**src/rtl/cpu_predecode_queue.sv**
```systemverilog
`default_nettype none
// ============================================================================
// Module   : cpu_predecode_queue
// Brief    : Fetch-to-decode pre-decode stage. Extracts rs1/rs2/rs3/rd from
//            tag-stamped fetch packets and buffers them in a DEPTH-entry
//            queue behind a registered output. Optional macro
//            CPU_PREDECODE_RS3_EN enables R4 (fused multiply-add) decoding.
// Revision : 1.0 - initial release
// ============================================================================

package cpu_predecode_pkg;
    localparam int TAG_W = 8;

    typedef struct packed {
        logic [TAG_W-1:0] tag;
        logic [31:0]      pc;
        logic [31:0]      instruction;
        logic [4:0]       inst_rs1;
        logic [4:0]       inst_rs2;
        logic [4:0]       inst_rs3;
        logic [4:0]       inst_rd;
    } fetch_data_t;
endpackage

module cpu_predecode_queue
    import cpu_predecode_pkg::*;
#(
    parameter int DEPTH = 2
) (
    input  logic        i_clock,
    input  logic        i_reset_n,
    input  fetch_data_t i_data,
    input  logic        i_flush,
    input  logic        i_ready,
    output fetch_data_t o_data,
    output logic        o_valid,
    output logic        o_busy
);

    localparam int PTR_W = (DEPTH > 1) ? $clog2(DEPTH) : 1;
    localparam int CNT_W = $clog2(DEPTH + 1);
    localparam logic [PTR_W-1:0] PTR_LAST = PTR_W'(DEPTH - 1);
    localparam logic [CNT_W-1:0] CNT_FULL = CNT_W'(DEPTH);

    fetch_data_t      data_q, data_d;
    logic             valid_q, valid_d;
    fetch_data_t      mem_q [DEPTH];
    fetch_data_t      mem_d [DEPTH];
    logic [PTR_W-1:0] rptr_q, rptr_d, wptr_q, wptr_d;
    logic [CNT_W-1:0] count_q, count_d;
    logic [TAG_W-1:0] last_tag_q, last_tag_d;

    // Instruction-class decode on the major opcode
    logic [6:0] w_op;
    logic       w_is_b, w_is_i, w_is_r, w_is_s, w_is_u, w_is_j, w_is_csr, w_is_r4;
    assign w_op     = i_data.instruction[6:0];
    assign w_is_b   = (w_op == 7'b1100011);
    assign w_is_i   = (w_op == 7'b0000011) || (w_op == 7'b0010011) || (w_op == 7'b0011011)
                   || (w_op == 7'b1100111) || (w_op == 7'b0000111);
    assign w_is_r   = (w_op == 7'b0110011) || (w_op == 7'b0111011) || (w_op == 7'b1010011)
                   || (w_op == 7'b0101111);
    assign w_is_s   = (w_op == 7'b0100011) || (w_op == 7'b0100111);
    assign w_is_u   = (w_op == 7'b0110111) || (w_op == 7'b0010111);
    assign w_is_j   = (w_op == 7'b1101111);
    assign w_is_csr = (w_op == 7'b1110011);
`ifdef CPU_PREDECODE_RS3_EN
    assign w_is_r4  = (w_op[6:4] == 3'b100) && (w_op[1:0] == 2'b11);
`else
    assign w_is_r4  = 1'b0;
`endif

    fetch_data_t w_dec;
    always_comb begin
        w_dec          = i_data;
        w_dec.inst_rs1 = (w_is_b | w_is_i | w_is_r | w_is_s | w_is_csr | w_is_r4)
                       ? i_data.instruction[19:15] : 5'd0;
        w_dec.inst_rs2 = (w_is_b | w_is_r | w_is_s | w_is_r4)
                       ? i_data.instruction[24:20] : 5'd0;
        w_dec.inst_rs3 = w_is_r4 ? i_data.instruction[31:27] : 5'd0;
        w_dec.inst_rd  = (w_is_i | w_is_j | w_is_r | w_is_u | w_is_csr | w_is_r4)
                       ? i_data.instruction[11:7] : 5'd0;
    end

    function automatic logic [PTR_W-1:0] ptr_inc(input logic [PTR_W-1:0] p);
        return (p == PTR_LAST) ? '0 : p + PTR_W'(1);
    endfunction

    logic w_new_tag, w_busy, w_accept, w_out_free, w_bypass, w_push, w_pop;
    assign w_new_tag  = (i_data.tag != last_tag_q);
    assign w_busy     = (count_q == CNT_FULL);
    assign w_accept   = w_new_tag && !w_busy && !i_flush;
    assign w_out_free = !valid_q || i_ready;
    assign w_bypass   = w_accept && w_out_free && (count_q == '0);
    assign w_push     = w_accept && !w_bypass;
    assign w_pop      = w_out_free && (count_q != '0);

    always_comb begin
        data_d     = data_q;
        valid_d    = valid_q;
        mem_d      = mem_q;
        rptr_d     = rptr_q;
        wptr_d     = wptr_q;
        count_d    = count_q;
        last_tag_d = last_tag_q;

        // A redirect still consumes the incoming tag so it is not replayed later
        if (w_new_tag && (w_accept || i_flush)) begin
            last_tag_d = i_data.tag;
        end

        if (i_flush) begin
            valid_d = 1'b0;
            rptr_d  = '0;
            wptr_d  = '0;
            count_d = '0;
        end else begin
            if (w_bypass) begin
                data_d  = w_dec;
                valid_d = 1'b1;
            end else if (w_pop) begin
                data_d  = mem_q[rptr_q];
                valid_d = 1'b1;
            end else if (w_out_free) begin
                valid_d = 1'b0;
            end

            if (w_push) begin
                mem_d[wptr_q] = w_dec;
                wptr_d        = ptr_inc(wptr_q);
            end
            if (w_pop) begin
                rptr_d = ptr_inc(rptr_q);
            end

            case ({w_push, w_pop})
                2'b10:   count_d = count_q + CNT_W'(1);
                2'b01:   count_d = count_q - CNT_W'(1);
                default: count_d = count_q;
            endcase
        end
    end

    always_ff @(posedge i_clock) begin
        if (!i_reset_n) begin
            data_q     <= '0;
            valid_q    <= 1'b0;
            rptr_q     <= '0;
            wptr_q     <= '0;
            count_q    <= '0;
            last_tag_q <= '0;
            for (int i = 0; i < DEPTH; i++) begin
                mem_q[i] <= '0;
            end
        end else begin
            data_q     <= data_d;
            valid_q    <= valid_d;
            rptr_q     <= rptr_d;
            wptr_q     <= wptr_d;
            count_q    <= count_d;
            last_tag_q <= last_tag_d;
            mem_q      <= mem_d;
        end
    end

    assign o_data  = data_q;
    assign o_valid = valid_q;
    assign o_busy  = w_busy;

endmodule

`default_nettype wire

```
**config.mk**
```make
export PLATFORM = sky130hd
export DESIGN_NAME = cpu_predecode_queue
export DESIGN_NICKNAME = d
export VERILOG_FILES = /design/src/rtl/cpu_predecode_queue.sv
export SDC_FILE = /design/constraint.sdc
export NUM_CORES = 1
export LEC_CHECK = 0
export BUFFER_PORTS_ARGS = -buffer_cell sky130_fd_sc_hd__buf_2
export CORE_MARGIN = 4
export CORE_UTILIZATION = 55
export CTS_BUF_LIST = sky130_fd_sc_hd__clkbuf_4
export DETAILED_ROUTE_END_ITERATION = 10
export PLACE_DENSITY = 0.78
export SLEW_MARGIN = 20
export SYNTH_ARGS = -nofsm -noshare
export SYNTH_HDL_FRONTEND = slang
export SYNTH_SLANG_ARGS = --single-unit
```
**constraint.sdc**
```tcl
create_clock -name i_clock -period 2.6 [get_ports i_clock]
set_clock_uncertainty 0.2 [all_clocks]
set_input_delay 0.26 -clock i_clock [delete_from_list [all_inputs] [get_ports i_clock]]
set_output_delay 0.26 -clock i_clock [all_outputs]
set_load 0.02 [all_outputs]
```
==> results_dict.tcl, run 1 <==
set metrics [dict create \
    hp-start "i_data[55]" \
    ys_types 45 \
    grt_antenna_before_repair 2 \
    critPathCaptureType "register" \
    drc 0 \
    grt_pass1_vias 10500 \
    tritoncts "done" \
    fillers 1767 \
    grt_max_degree 160 \
    start_kind "register" \
    netlist_area_mm2 0.0120 \
    die_area_mm2 0.0243 \
    arrival_ns 2.77 \
    worstSetupPathType "register to register" \
    wl_mm 30.7 \
    maxCapViolCount 0 \
    clkSlewWorstSetupHoldPaths_ns 0.06 \
    synth.top_cell.area_share_pct 45.6 \
    yosys.cell_count.top_type "nand2_1" \
    wl_per_cell_um 15.7 \
    synth_edf_count 0 \
    grt_usage_pct 25.1 \
    cts_sinks 274 \
    synth.area.top_cells "dfxtp_1 (46%), nand2_1 (14%), a21boi_0 (12%)" \
    area_growth_pct 21.4 \
    ys_ff_latch 274 \
    post-route-period-util_pct 91.7 \
    ant_nets 0 \
    crit_path_max_fanout 5 \
    cp-startpoint "o_valid" \
    avgSynthCellArea_um2 8.47 \
    via_count 10700 \
    io_pins 190 \
    row_count 53 \
    gp_congestion 0.747 \
    multi_input_area_mm2 0.00605 \
    cts_buffers 73 \
    cts-root-buf "clkbuf_4" \
    dp_cells 1764 \
    async_flop_share_pct 0 \
    port_buffers 164 \
    fmax_ghz 0.419 \
    vdd_drop_max_mv 0.457 \
    drt-initial-drc-count 676 \
    clkLatencyLatePin_ns 0.65 \
    first_pass_iters 5 \
    detail_route.vias_per_cell 5.47 \
    die-width_um 156 \
    grt_overflow 0 \
    r2r-start "o_valid" \
    clockBufferDepth 3 \
    status "finished, final reports clean" \
    p_per_area_mw_per_mm2 606 \
    die_h_um 156 \
    slew_headroom_pct 30.5 \
    reg2reg_depth 6 \
    r2r_end "count_q[1]" \
    drive_above_1_share_pct 18.4 \
    yosysTopAreaCell "dfxtp_1" \
    regArea_mm2 0.00549 \
    grt_first_pass_wirelength_mm 51.3 \
    setup_viol 0 \
    ys.flop_type "dfxtp_1" \
    synth_common_cells "nand2_1 (462), dfxtp_1 (274), a21boi_0 (192), mux2i_1 (95), o211ai_1 (74)" \
    finalHoldViolations 0 \
    crit_end "count_q[1]" \
    rsz0062_at_grt "no" \
    drv_slew 0 \
    cts_max_level 3 \
    power_mw 8.86 \
    cp.required_ns 2.99 \
    p_leak_nw 5.22 \
    hold_class "primary input to register" \
    hpwlAfterDp_mm 17.5 \
    synth_cells 1422 \
    worst-r2r-setup-slack_ns 0.22 \
    start_util_pct 56.6 \
    cpPeakStageDelay_ns 0.49 \
    fin_crit_ns 2.38 \
    yosys_warnings 0 \
    core_mm2 0.0213 \
    post_cts_buffers 0 \
    synth.yosys.seq_area_share_pct 45.6 \
    final_nets 1736 \
    slowest_stage "or4_1" \
    cp_cell_sequence "nor2b_1 -> nor3_1 -> or4_1 -> ha_1 -> or3_1 -> a21oi_1" \
    finalSetupTns_ns 0 \
    hold_depth 4 \
    layoutNonFillerInstCount 1955 \
    worstMarginPinSlew_ns 1.04 \
]
sequential cells by signal (all words and copies together), names as in the netlist:
name and count:
o_data 87, rptr_q 1, count_q 2, wptr_q 1
o_valid 1, mem_q 174, last_tag_q 8
cells by family after synthesis:
group	count (synthesis)	share of synthesized area [%]
simple gates	544	18.1
compound gates	366	22.5
flops	274	45.6
buf+inv	129	4.90
mux	96	7.99
xor+xnor	11	0.800
fa+ha+maj	1	0.104
other cells	1	0.0312
worst min-delay path by stage:
stage / end / slack [ns]
global placement: mem_q[2] / 0.24
detailed placement: mem_q[2] / 0.24
CTS: o_data[80] / 0.17
global route: mem_q[138] / 0.19
floorplan: mem_q[147] / 0.19
finish: mem_q[147] / 0.22
critical path, delay by kind of cell (launching register included):
family | cells | cell delay (ns)
DFF | 1 | 0.34
adders and majority gates | 1 | 0.34
and+or+nand+nor | 4 | 1.29
AOI/OAI and AO/OA | 1 | 0.14
cells in the final DEF, fill, tap and decap left out, drive strengths merged, types with 8 or more instances in the layout:
cell and count:
nand2 462, o211ai 74, dlygate4sd3 75, nor2b 12, o21ai 35, clkbuf 103, dfxtp 274, nand3 36
mux2i 95, a21boi 233, nor2 12, buf 190, clkinv 8, xnor2 10
final cells by class:
cell class                      count  area share [%]
Sequential cell                   274            37.6
Antenna cell                        2          0.0343
Multi-Input combinational cell   1023            41.4
Tap cell                          275            2.35
Inverter                            2          0.0514
Clock inverter                     11           0.291
Clock buffer                      103            5.29
Timing Repair Buffer              265            13.0
through the flow:
stage	cell area, µm²	hold WS (ns)	worst slack, ns	utilization, %
final	14600	0.217	0.216	68.6
after global routing	14600	0.191	0.0801	68.6
after CTS	14600	0.169	0.122	68.5
after detailed placement	13000	0.242	0.167	61.2
after global placement	13000	0.241	0.241	61.2
after floorplan	12100	0.195	0.266	-
power breakdown:
part           total, mW  internal, mW  leakage [nW]  switching [mW]
registers           4.41          4.33          2.23          0.0737
clock network       3.46          1.80         0.502            1.66
logic              0.990         0.405          2.49           0.584
timing repair:
item,CTS,global route
endpoints found under the setup margin,0,4
resized for setup,0,2
hold endpoints to repair,274,0
hold buffers,75,0
per-layer routing:
layer	track usage (%)	wire, µm	vias to the layer above
met4	8.96	689	0
li1	-	-	5305
met3	4.91	1660	57
met5	0	0	-
met2	42.4	14800	299
met1	32.3	13500	5040
(Power assumes the default switching activity.)
==> run 2, diff against run 1 <==
- PLACE_DENSITY: 0.78 -> 0.81
- clock period: 2.6 -> 2.7 ns (I/O delays scaled with it)
==> run 2 against run 1 <==
Via count is 2.4% higher. Combinational power is 2% lower. Core utilization up 0.54 points. Maximum frequency is 5.1% lower. Clock-buffer cell count rose by 6. Clock power about the same. Critical path depth rose by 2. Register-to-register slack worse by 0.03 ns. Critical path type unchanged. Highest routed layer unchanged.
==> results_dict.tcl, run 2 (synthesis results as in run 1) <==
set metrics [dict create \
    status "finished, final reports clean" \
    fin_area_mm2 0.0147 \
    reg2reg_depth 8 \
    post_cts_buffers 0 \
    clkLatencyLatePin_ns 0.67 \
    finalSetupTns_ns 0 \
    grt_overflow 0 \
    die_h_um 156 \
    largest_reg_flops 174 \
    switching_share_pct 26.1 \
    hpwlAfterDp_mm 18.4 \
    post-route-period-util_pct 93.1 \
    drc 0 \
    mostFrequentLayoutCells "nand2_1 (462), dfxtp_1 (273), a21boi_0 (192), buf_2 (163), clkbuf_4 (109)" \
    finalHoldViolations 0 \
    hold_class "primary input to register" \
    fillers 1670 \
    cts_sinks 274 \
    pwr-share-comb_pct 11.2 \
    drt-initial-drc-count 751 \
    crit_path_max_fanout 43 \
    grt_first_pass_wirelength_mm 51.3 \
    maxCapViolCount 0 \
    critPathCaptureType "register" \
    slew_headroom_pct 27.2 \
    clockBufferDepth 3 \
    grt_usage_pct 25.3 \
    top_layer_used "met4" \
    fin_crit_ns 2.51 \
    grt_max_degree 180 \
    cts-root-buf "clkbuf_4" \
    start_kind "register" \
    setup_viol 0 \
    die_area_mm2 0.0243 \
    regMostFlops "mem_q" \
    p_per_area_mw_per_mm2 587 \
    pwr-share-seq_pct 49.1 \
    hold_depth 4 \
    grt_pass1_vias 10500 \
    tritoncts "done" \
    p_leak_nw 5.27 \
    internal_power_mw 6.39 \
    clkPwrFrac_pct 39.6 \
    cts_max_level 3 \
    vdd_drop_max_mv 0.448 \
    wl_met2_mm 15.6 \
    core_mm2 0.0213 \
    row_count 53 \
    clkSlewWorstSetupHoldPaths_ns 0.06 \
    arrival_ns 2.93 \
    die-width_um 156 \
    ant_nets 0 \
    rsz0062_at_grt "no" \
    dpl_cell_area_mm2 0.0131 \
    drive_above_1_share_pct 18.8 \
    worstSetupPathType "register to register" \
    wl_mm 31.9 \
    drv_slew 0 \
    gp_congestion 0.792 \
    layout_commonest_cell "nand2_1" \
    p_switching_mw 2.26 \
    via_count 11000 \
    final_util_pct 69.2 \
    wl_met1_mm 13.5 \
    wl_met3_mm 1.97 \
    cp.required_ns 3.11 \
    worstMarginPinSlew_ns 1.09 \
    detail_route.vias_per_cell 5.59 \
    io_pins 190 \
    start_util_pct 56.6 \
    wl_per_cell_um 16.3 \
    cts_buffers 72 \
    first_pass_iters 5 \
    area_growth_pct 22.3 \
    fmax_ghz 0.398 \
    final_nets 1740 \
    grt_antenna_before_repair 1 \
    port_buffers 164 \
]
-- run 2: critical path, cell delays in order (launching register included) --
cell           delay [ns]
dfxtp_1              0.31
nor2b_1              0.19
nor4_1               0.23
buf_4                0.19
a21boi_4             0.29
buf_12               0.26
nand2_1              0.08
a21boi_0             0.13
dlygate4sd3_1        0.55
-- run 2: area by class of cell --
type	instances	area (µm²)	area share, %
clock inverters	7	26.3	0.178
clock buffers	109	818	5.56
repair buffers	270	2000	13.6
multi-input cells	1023	6040	41.0
well taps	275	344	2.34
diodes	1	2.50	0.0170
inverters	2	7.51	0.0510
flip-flops and latches	274	5490	37.3
-- run 2: path summary, 6_finish.rpt --
check | endpoint | from | slack, ns
hold reg to reg | mem_q[154] | mem_q[154] | 0.25
hold / removal | mem_q[149] | i_data[57] | 0.22
setup / recovery | o_data[55] | o_valid | 0.19
setup reg to reg | o_data[55] | o_valid | 0.19
-- run 2: stage by stage --
step                      power [mW]  cells  hold WS [ns]  setup WS, ns
after floorplan                 4.87   1426         0.205         0.366
after global placement          5.18   1767         0.237         0.345
after detailed placement        5.20   1767         0.242         0.241
after CTS                       8.71   1959         0.152         0.188
after global routing            9.06   1961         0.177        0.0170
final                           8.64   1961         0.219         0.187
-- run 2: metal layers --
layer / up-vias / track usage (%)
met1: 5203 / 31.7
met2: 372 / 42.9
li1: 5315 / -
met5: - / 0
met4: 0 / 9.50
met3: 68 / 5.52
-- run 2: repair_timing --
action / CTS / global route
hold buffers: 76 / 0
endpoints found under the setup margin: 0 / 1
endpoints found under the hold margin: 274 / 0
gates resized for setup: 0 / 2
-- run 2: power by group through the flow --
stage	combinational, mW	sequential [mW]	clock [mW]
6_report	0.971	4.25	3.43
3_5_place_dp	0.869	4.33	0
2_1_floorplan	0.450	4.42	0
5_1_grt	1.05	4.26	3.74
4_1_cts	0.958	4.24	3.51
3_3_place_gp	0.851	4.33	0
